==> config.mk <==
export PLATFORM = sky130hd
export DESIGN_NAME = serial_subtractor
export DESIGN_NICKNAME = d
export VERILOG_FILES = /design/src/rtl/serial_subtractor.sv
export SDC_FILE = /design/constraint.sdc
export NUM_CORES = 1
export LEC_CHECK = 0
export ABC_AREA = 1
export BUFFER_PORTS_ARGS = -buffer_cell sky130_fd_sc_hd__buf_2
export CORE_MARGIN = 5
export CORE_UTILIZATION = 55
export CTS_BUF_LIST = sky130_fd_sc_hd__clkbuf_4
export CTS_CLUSTER_DIAMETER = 50
export DETAILED_ROUTE_END_ITERATION = 8
export PLACE_DENSITY_LB_ADDON = 0.1
export SYNTH_ARGS = -nofsm -noshare
export SYNTH_HDL_FRONTEND = slang
export SYNTH_SLANG_ARGS = --single-unit
==> constraint.sdc <==
create_clock -name clk -period 1.8 [get_ports clk]
set_input_delay 0.09 -clock clk [delete_from_list [all_inputs] [get_ports clk]]
set_output_delay 0.09 -clock clk [all_outputs]
set_load 0.01 [all_outputs]
==> src/rtl/serial_subtractor.sv <==
// serial_subtractor: bit-serial LSB-first subtractor computing d = a - b - bin over B cycles.
// Ports: clk, rst_n (async active-low), start (accepted when not busy),
//        a/b/bin (captured on accept), busy, done (1-cycle pulse), d, bout, ovf.
module serial_subtractor #(
    parameter int B = 12
) (
    input  logic         clk,
    input  logic         rst_n,
    input  logic         start,
    input  logic [B-1:0] a,
    input  logic [B-1:0] b,
    input  logic         bin,
    output logic         busy,
    output logic         done,
    output logic [B-1:0] d,
    output logic         bout,
    output logic         ovf
);
    localparam int CW = $clog2(B);

    typedef enum logic [1:0] {IDLE, RUN, DONE} state_t;

    state_t        state;
    logic [B-1:0]  a_sh;
    logic [B-1:0]  b_sh;
    logic [B-1:0]  r_sh;
    logic          brw;
    logic [CW-1:0] cnt;
    logic          a_msb;
    logic          b_msb;
    logic          x;
    logic          brw_next;
    logic [B-1:0]  r_next;

    assign x        = a_sh[0] ^ b_sh[0] ^ brw;
    assign brw_next = (~a_sh[0] & b_sh[0]) | (~(a_sh[0] ^ b_sh[0]) & brw);
    assign r_next   = {x, r_sh[B-1:1]};

    always_ff @(posedge clk or negedge rst_n) begin
        if (!rst_n) begin
            state <= IDLE;
            a_sh  <= '0;
            b_sh  <= '0;
            r_sh  <= '0;
            brw   <= 1'b0;
            cnt   <= '0;
            a_msb <= 1'b0;
            b_msb <= 1'b0;
            busy  <= 1'b0;
            done  <= 1'b0;
            d     <= '0;
            bout  <= 1'b0;
            ovf   <= 1'b0;
        end else begin
            case (state)
                RUN: begin
                    a_sh <= a_sh >> 1;
                    b_sh <= b_sh >> 1;
                    r_sh <= r_next;
                    brw  <= brw_next;
                    cnt  <= cnt + 1'b1;
                    if (cnt == CW'(B - 1)) begin
                        d     <= r_next;
                        bout  <= brw_next;
                        // Overflow only possible when operand signs differ; x is the result MSB.
                        ovf   <= (a_msb != b_msb) && (x != a_msb);
                        state <= DONE;
                        busy  <= 1'b0;
                        done  <= 1'b1;
                    end
                end
                default: begin
                    // IDLE and DONE both accept a new request (DONE gives back-to-back issue).
                    done <= 1'b0;
                    if (start) begin
                        a_sh  <= a;
                        b_sh  <= b;
                        r_sh  <= '0;
                        brw   <= bin;
                        cnt   <= '0;
                        a_msb <= a[B-1];
                        b_msb <= b[B-1];
                        busy  <= 1'b1;
                        state <= RUN;
                    end else begin
                        state <= IDLE;
                    end
                end
            endcase
        end
    end
endmodule
==> results of run 1 <==
-- kinds of logic after synthesis --
| group | count (synthesis) | synth area share |
|---|---|---|
| AND/OR/NAND/NOR | 153 | 0.264 |
| flip-flops | 59 | 0.581 |
| buffers and inverters | 38 | 0.0803 |
| AO/OA/AOI/OAI | 29 | 0.0621 |
| adder cells (fa/ha/maj) | 2 | 0.0128 |
-- worst max-delay path: cells and delay by family (launching register included) --
family	cells	cell delay, ns
adder cells (fa/ha/maj)	1	0.61
flip-flops	1	0.41
AND/OR/NAND/NOR	4	0.24
buffers and inverters	1	0.08
-- flip-flops by register name (all words and copies together), names as in the netlist --
register  count
r_sh         11
a_msb         1
ovf           1
busy          1
state         1
d            12
bout          1
brw           1
a_sh         12
cnt           4
b_sh         12
b_msb         1
done          1
-- cells in the final DEF, fill, tap and decap left out, drive strengths merged, types with 5 or more instances in the layout --
master and instances:
inv 21, nand2 91, clkbuf 11, buf 49
o21ai 18, nor2 8, o22ai 10, dfrtp 59
dlygate4sd3 26, nand3 52, clkinv 5
-- cell type report --
| type | count | area [um^2] |
|---|---|---|
| flip-flops and latches | 59 | 1480 |
| fillers | 371 | 1300 |
| multi-input cells | 184 | 860 |
| repair buffers | 75 | 533 |
| clock buffers | 11 | 82.6 |
| inverters | 21 | 78.8 |
| well taps | 52 | 65.1 |
| clock inverters | 5 | 20.0 |
-- worst paths after layout --
kind                               from  slack (ns)  depth (start not counted)      end
max in group asynchronous         rst_n        1.11                          3  a_sh[6]
worst max-delay path            a_sh[0]        0.36                          6      ovf
worst min register to register  r_sh[4]        0.47                          2     d[3]
worst min-delay path              rst_n        0.14                          2     d[3]
min in group clk                  start        0.16                          3  b_sh[5]
worst max register to register  a_sh[0]        0.36                          6      ovf
-- routing by layer --
layer  vias up  share of wire
met3         6          0.053
met4         0          0.010
li1       1052              -
met1       994           0.46
met2        65           0.48
met5         -              0
-- power by group --
group          total (uW)  switching [uW]  internal [uW]  leakage [uW]
Combinational        1940            1210            738      0.000803
Sequential           2160             297           1860      0.000760
Clock                 745             449            296     0.0000608
Total                4850            1950           2900       0.00162
-- metrics by stage --
stage | instance area [um^2] | hold slack (ns)
after floorplan | 2540 | -0.206
after global placement | 2750 | 0.0128
after detailed placement | 2750 | 0.0139
after CTS | 3120 | 0.118
after global routing | 3120 | 0.154
final | 3120 | 0.136
-- timing repair --
item | in CTS | in global routing
hold buffers | 26 | 0
setup endpoints to repair | 0 | 0
resized for setup | 0 | 0
endpoints found under the hold margin | 86 | 0
==> flow_summary.ini, run 1 <==
[status]
run_status = completed

[global_routing]
global_route.usage.met2 = 0.328
grt_pass1_vias = 2275
globalRouteTotalUtil = 0.204
use_met3 = 0.0382
grt_max_degree = 47
globalRoute.totalOverflow = 0
groute.layer.met1.usage = 0.274
grt_first_pass_wirelength_um = 10200
globalRoute.busiestLayer = met2
antenna_found_initial = 0

[timing]
grt_setup_unrepaired = no
clock.fmax_mhz = 693
slew-limit-headroom = 0.455
skew_ns = 0.00870
min_period_ns = 1.44
final_critical_path_setup_slack_ns = 0.356
worstMarginPinSlew_ns = 0.817
final-max-slew-violation-count = 0
final_setup_violation_count = 0
timing.final.hold_violations = 0
final.setup.tns_ns = 0
final.period_utilization = 0.802

[placement]
portBuffers = 43
finalWeightedCongestion = 0.792
detailed_place_hpwl_um = 3580
cell_count_after_placement = 365
place_worst_setup_slack_ns = 0.359

[drt]
firstDrtPassIters = 5
wirelength_um = 5470
drt.antenna.violating_nets = 0
drc = 0
num_vias = 2117
detailedRoute.firstIterationViolations = 198
avgRoutedWirePerCell_um = 13.4
detailed_route_vias_per_instance = 5.20

[run]
max_capacitance_violation_count = 0

[critical_path]
start_kind = register
crit_path_max_incr_delay_ns = 0.61
crit_top_cell = nand2_1
critPathSlowestCell = fa_1
crit_path_cell_trace = fa_1, inv_1, nand3_1, nand2_1, nand2_1, nand2_1
crit_fanout = 3
path_class = reg2reg
arrival_ns = 1.71
endpoint_kind = register
worst_ep_required_time_ns = 2.07

[final_layout]
layout.nets = 380
fraction_of_layout_cells_with_a_size_suffix_above_1 = 0.203
area.growth.synth_to_final_pct = 22.7
finish.cell_count_without_fillers = 407
antenna_cells = 0
postLayoutCoreUtil = 0.706

[logic_synthesis]
post-synth-top-count-cell = nand2_1
synth_area_um2 = 2540
synth.lib_cells_used.distinct = 23
ys_ff_latch = 59
mappedNetlistNets = 311
post_synth_most_frequent_cells = nand2_1, dfrtp_1, nand3_1
synth-seq-area-share = 0.581
netlist.top_cell.by_area = dfrtp_1
post_syn_instances = 281
asyncSetResetFlopFracSynth = 1.00
yosys.area.top_type_share = 0.581
synthesis.area_per_instance_um2 = 9.04
yosys_warnings = 0
ys_dominant_reg_cell = dfrtp_1
synth_area_leaders = dfrtp_1, nand2_1, nand3_1
synth_edf_count = 0

[power]
powerDensity_nw_per_um2 = 1560
p_leak_uw = 0.00162
max-vdd-ir-drop_mv = 0.805
totalPowerFinal_uw = 4850

[floorplanning]
fp.dieW_um = 78.0
num_io_pins = 44
fp.dieH_um = 78.0
floorplan.core_area_um2 = 4410
fp.dieArea_um2 = 6080
rows = 24
floorplan.initialDensity = 0.575

[clocking]
post_cts_clock_slew_at_the_launch_and_capture_registers_of_the_worst_setup_and_hold_paths_ns = 0.10
clkLatencyLatePin_ns = 0.38
postCtsSetupRepairBufs = 0
ctsHtreeMaxLevel = 3
ctsLongestPathBuffers = 2
cts_root_buffer = clkbuf_4
cts_sinks = 59
tritoncts = done
tritoncts.num_buffers = 9

[hold_path]
worstHoldPathType = in2async
(Power assumes the default switching activity.)
==> inputs of run 2 (changes only) <==
==> constraint.sdc (replaced) <==
create_clock -name clk -period 1.45 [get_ports clk]
set_input_delay 0.0725 -clock clk [delete_from_list [all_inputs] [get_ports clk]]
set_output_delay 0.0725 -clock clk [all_outputs]
set_load 0.01 [all_outputs]
==> flow_summary.ini, run 2 (synthesis gave the netlist of run 1 again) <==
[critical_path]
timing.rr.end = ovf
arrival_ns = 1.70
r2r_setup_slack_ns = 0.04
start_kind = register
reg2reg_depth = 7
worst_r2r_startpoint = brw
worst_ep_required_time_ns = 1.74
crit_fanout = 3
endpoint_kind = register
path_class = reg2reg

[timing]
final-max-slew-violation-count = 0
slew-limit-headroom = 0.683
skew_ns = 0.0126
final_critical_path_setup_slack_ns = 0.0404
final.period_utilization = 0.972
timing.final.hold_violations = 0
final_setup_violation_count = 0
clock.fmax_mhz = 709
min_period_ns = 1.41
grt_setup_unrepaired = yes
worstMarginPinSlew_ns = 0.474

[final_layout]
area.growth.synth_to_final_pct = 25.8
layout.cells.most_common_list = nand2_1, dfrtp_1, nand3_1
biggest_regs = a_sh x12, b_sh x12, d x12
fraction_of_layout_cells_with_a_size_suffix_above_1 = 0.214
layout.nets = 385
layout.cells.most_common = nand2_1
n_fill_cell = 355
postLayoutCoreUtil = 0.724

[drt]
wirelength_um = 5880
avgRoutedWirePerCell_um = 14.3
drt.antenna.violating_nets = 0
num_vias = 2177
firstDrtPassIters = 4
detailedRoute.firstIterationViolations = 188
drc = 0
detailed_route_vias_per_instance = 5.28

[global_routing]
grt_pass1_vias = 2085
globalRouteTotalUtil = 0.200
globalRoute.totalOverflow = 0
antenna_found_initial = 0
grt_max_degree = 60
grt_first_pass_wirelength_um = 9630

[placement]
place_worst_setup_slack_ns = 0.0268
detailed_place_hpwl_um = 3700
portBuffers = 43
finalWeightedCongestion = 0.751

[floorplanning]
fp.dieH_um = 78.0
floorplan.initialDensity = 0.575
fp.dieArea_um2 = 6080
num_io_pins = 44
fp.dieW_um = 78.0
rows = 24
floorplan.core_area_um2 = 4410

[clocking]
tritoncts.num_buffers = 9
clkLatencyLatePin_ns = 0.40
ctsLongestPathBuffers = 2
cts_root_buffer = clkbuf_4
tritoncts = done
cts_sinks = 59
post_cts_clock_slew_at_the_launch_and_capture_registers_of_the_worst_setup_and_hold_paths_ns = 0.10
ctsHtreeMaxLevel = 3

[status]
run_status = completed

[power]
comb_power_share = 0.403
powerDensity_nw_per_um2 = 1980
seq_power_share = 0.426
p_leak_uw = 0.00166
p_int_uw = 3840
share_clk_of_total_power = 0.172
max-vdd-ir-drop_mv = 0.927
power.switching_uw = 2500
power_switching_share = 0.394

[run]
max_capacitance_violation_count = 0

[hold_path]
worst_hold_path.num_cells = 3
worstHoldPathType = in2reg
min_delay_worst_endpoint = a_sh[7]
hold_path_start = start
[run 2: worst max path at each step]
stage	startpoint	endpoint	slack, ns	cells after the start
floorplan	a_sh[0]	ovf	0.13	6
global placement	a_sh[0]	ovf	0.04	6
detailed placement	a_sh[0]	ovf	0.03	6
CTS	a_sh[0]	ovf	0.02	6
global route	brw	ovf	-0.02	7
finish	brw	ovf	0.04	7
[run 2: worst max-delay path, cell delays in order, from the launching register on]
cell and delay (ns):
dfrtp_1 0.39, inv_2 0.05, fa_1 0.59, inv_1 0.07
nand3_1 0.06, nand2_1 0.05, nand2_1 0.05, nand2_1 0.04
[run 2: area by class of cell]
type | count | area (um^2) | area share
inverter | 21 | 78.8 | 0.0247
clock inverter | 5 | 45.0 | 0.0141
timing repair buffer | 80 | 583 | 0.182
multi-input combinational | 184 | 870 | 0.272
clock buffer | 10 | 75.1 | 0.0235
antenna | 1 | 2.50 | 0.000783
tap | 52 | 65.1 | 0.0204
sequential | 59 | 1480 | 0.462
[run 2: metrics by stage]
step | total power [uW] | setup TNS, ns | hold slack, ns | std cells | area (um^2)
after floorplan | 4460 | 0 | -0.223 | 281 | 2540
after global placement | 5060 | 0 | 0.101 | 368 | 2780
after detailed placement | 5150 | 0 | 0.103 | 368 | 2780
after CTS | 6300 | 0 | 0.0579 | 409 | 3160
after global routing | 6810 | -0.0172 | 0.0775 | 411 | 3190
final | 6330 | 0 | 0.0873 | 412 | 3200
[run 2: metal layers]
layer,track usage,part of all wire
met5,0,0
met4,0.111,0.027
met3,0.0440,0.058
met2,0.300,0.47
met1,0.269,0.45
[run 2: what timing repair did]
| action | in CTS | in global routing |
|---|---|---|
| setup endpoints to repair | 0 | 39 |
| resized for setup | 0 | 3 |
| hold buffers | 26 | 0 |
| hold endpoints to repair | 86 | 0 |
| buffers inserted | 0 | 2 |
[run 2: power groups by stage]
stage                     registers [uW]  clock network [uW]  logic (uW)
final                               2700                1090        2550
after global routing                2770                1200        2840
after CTS                           2690                1110        2500
after detailed placement            2720                   0        2430
after global placement              2700                   0        2360
after floorplan                     2730                   0        1720
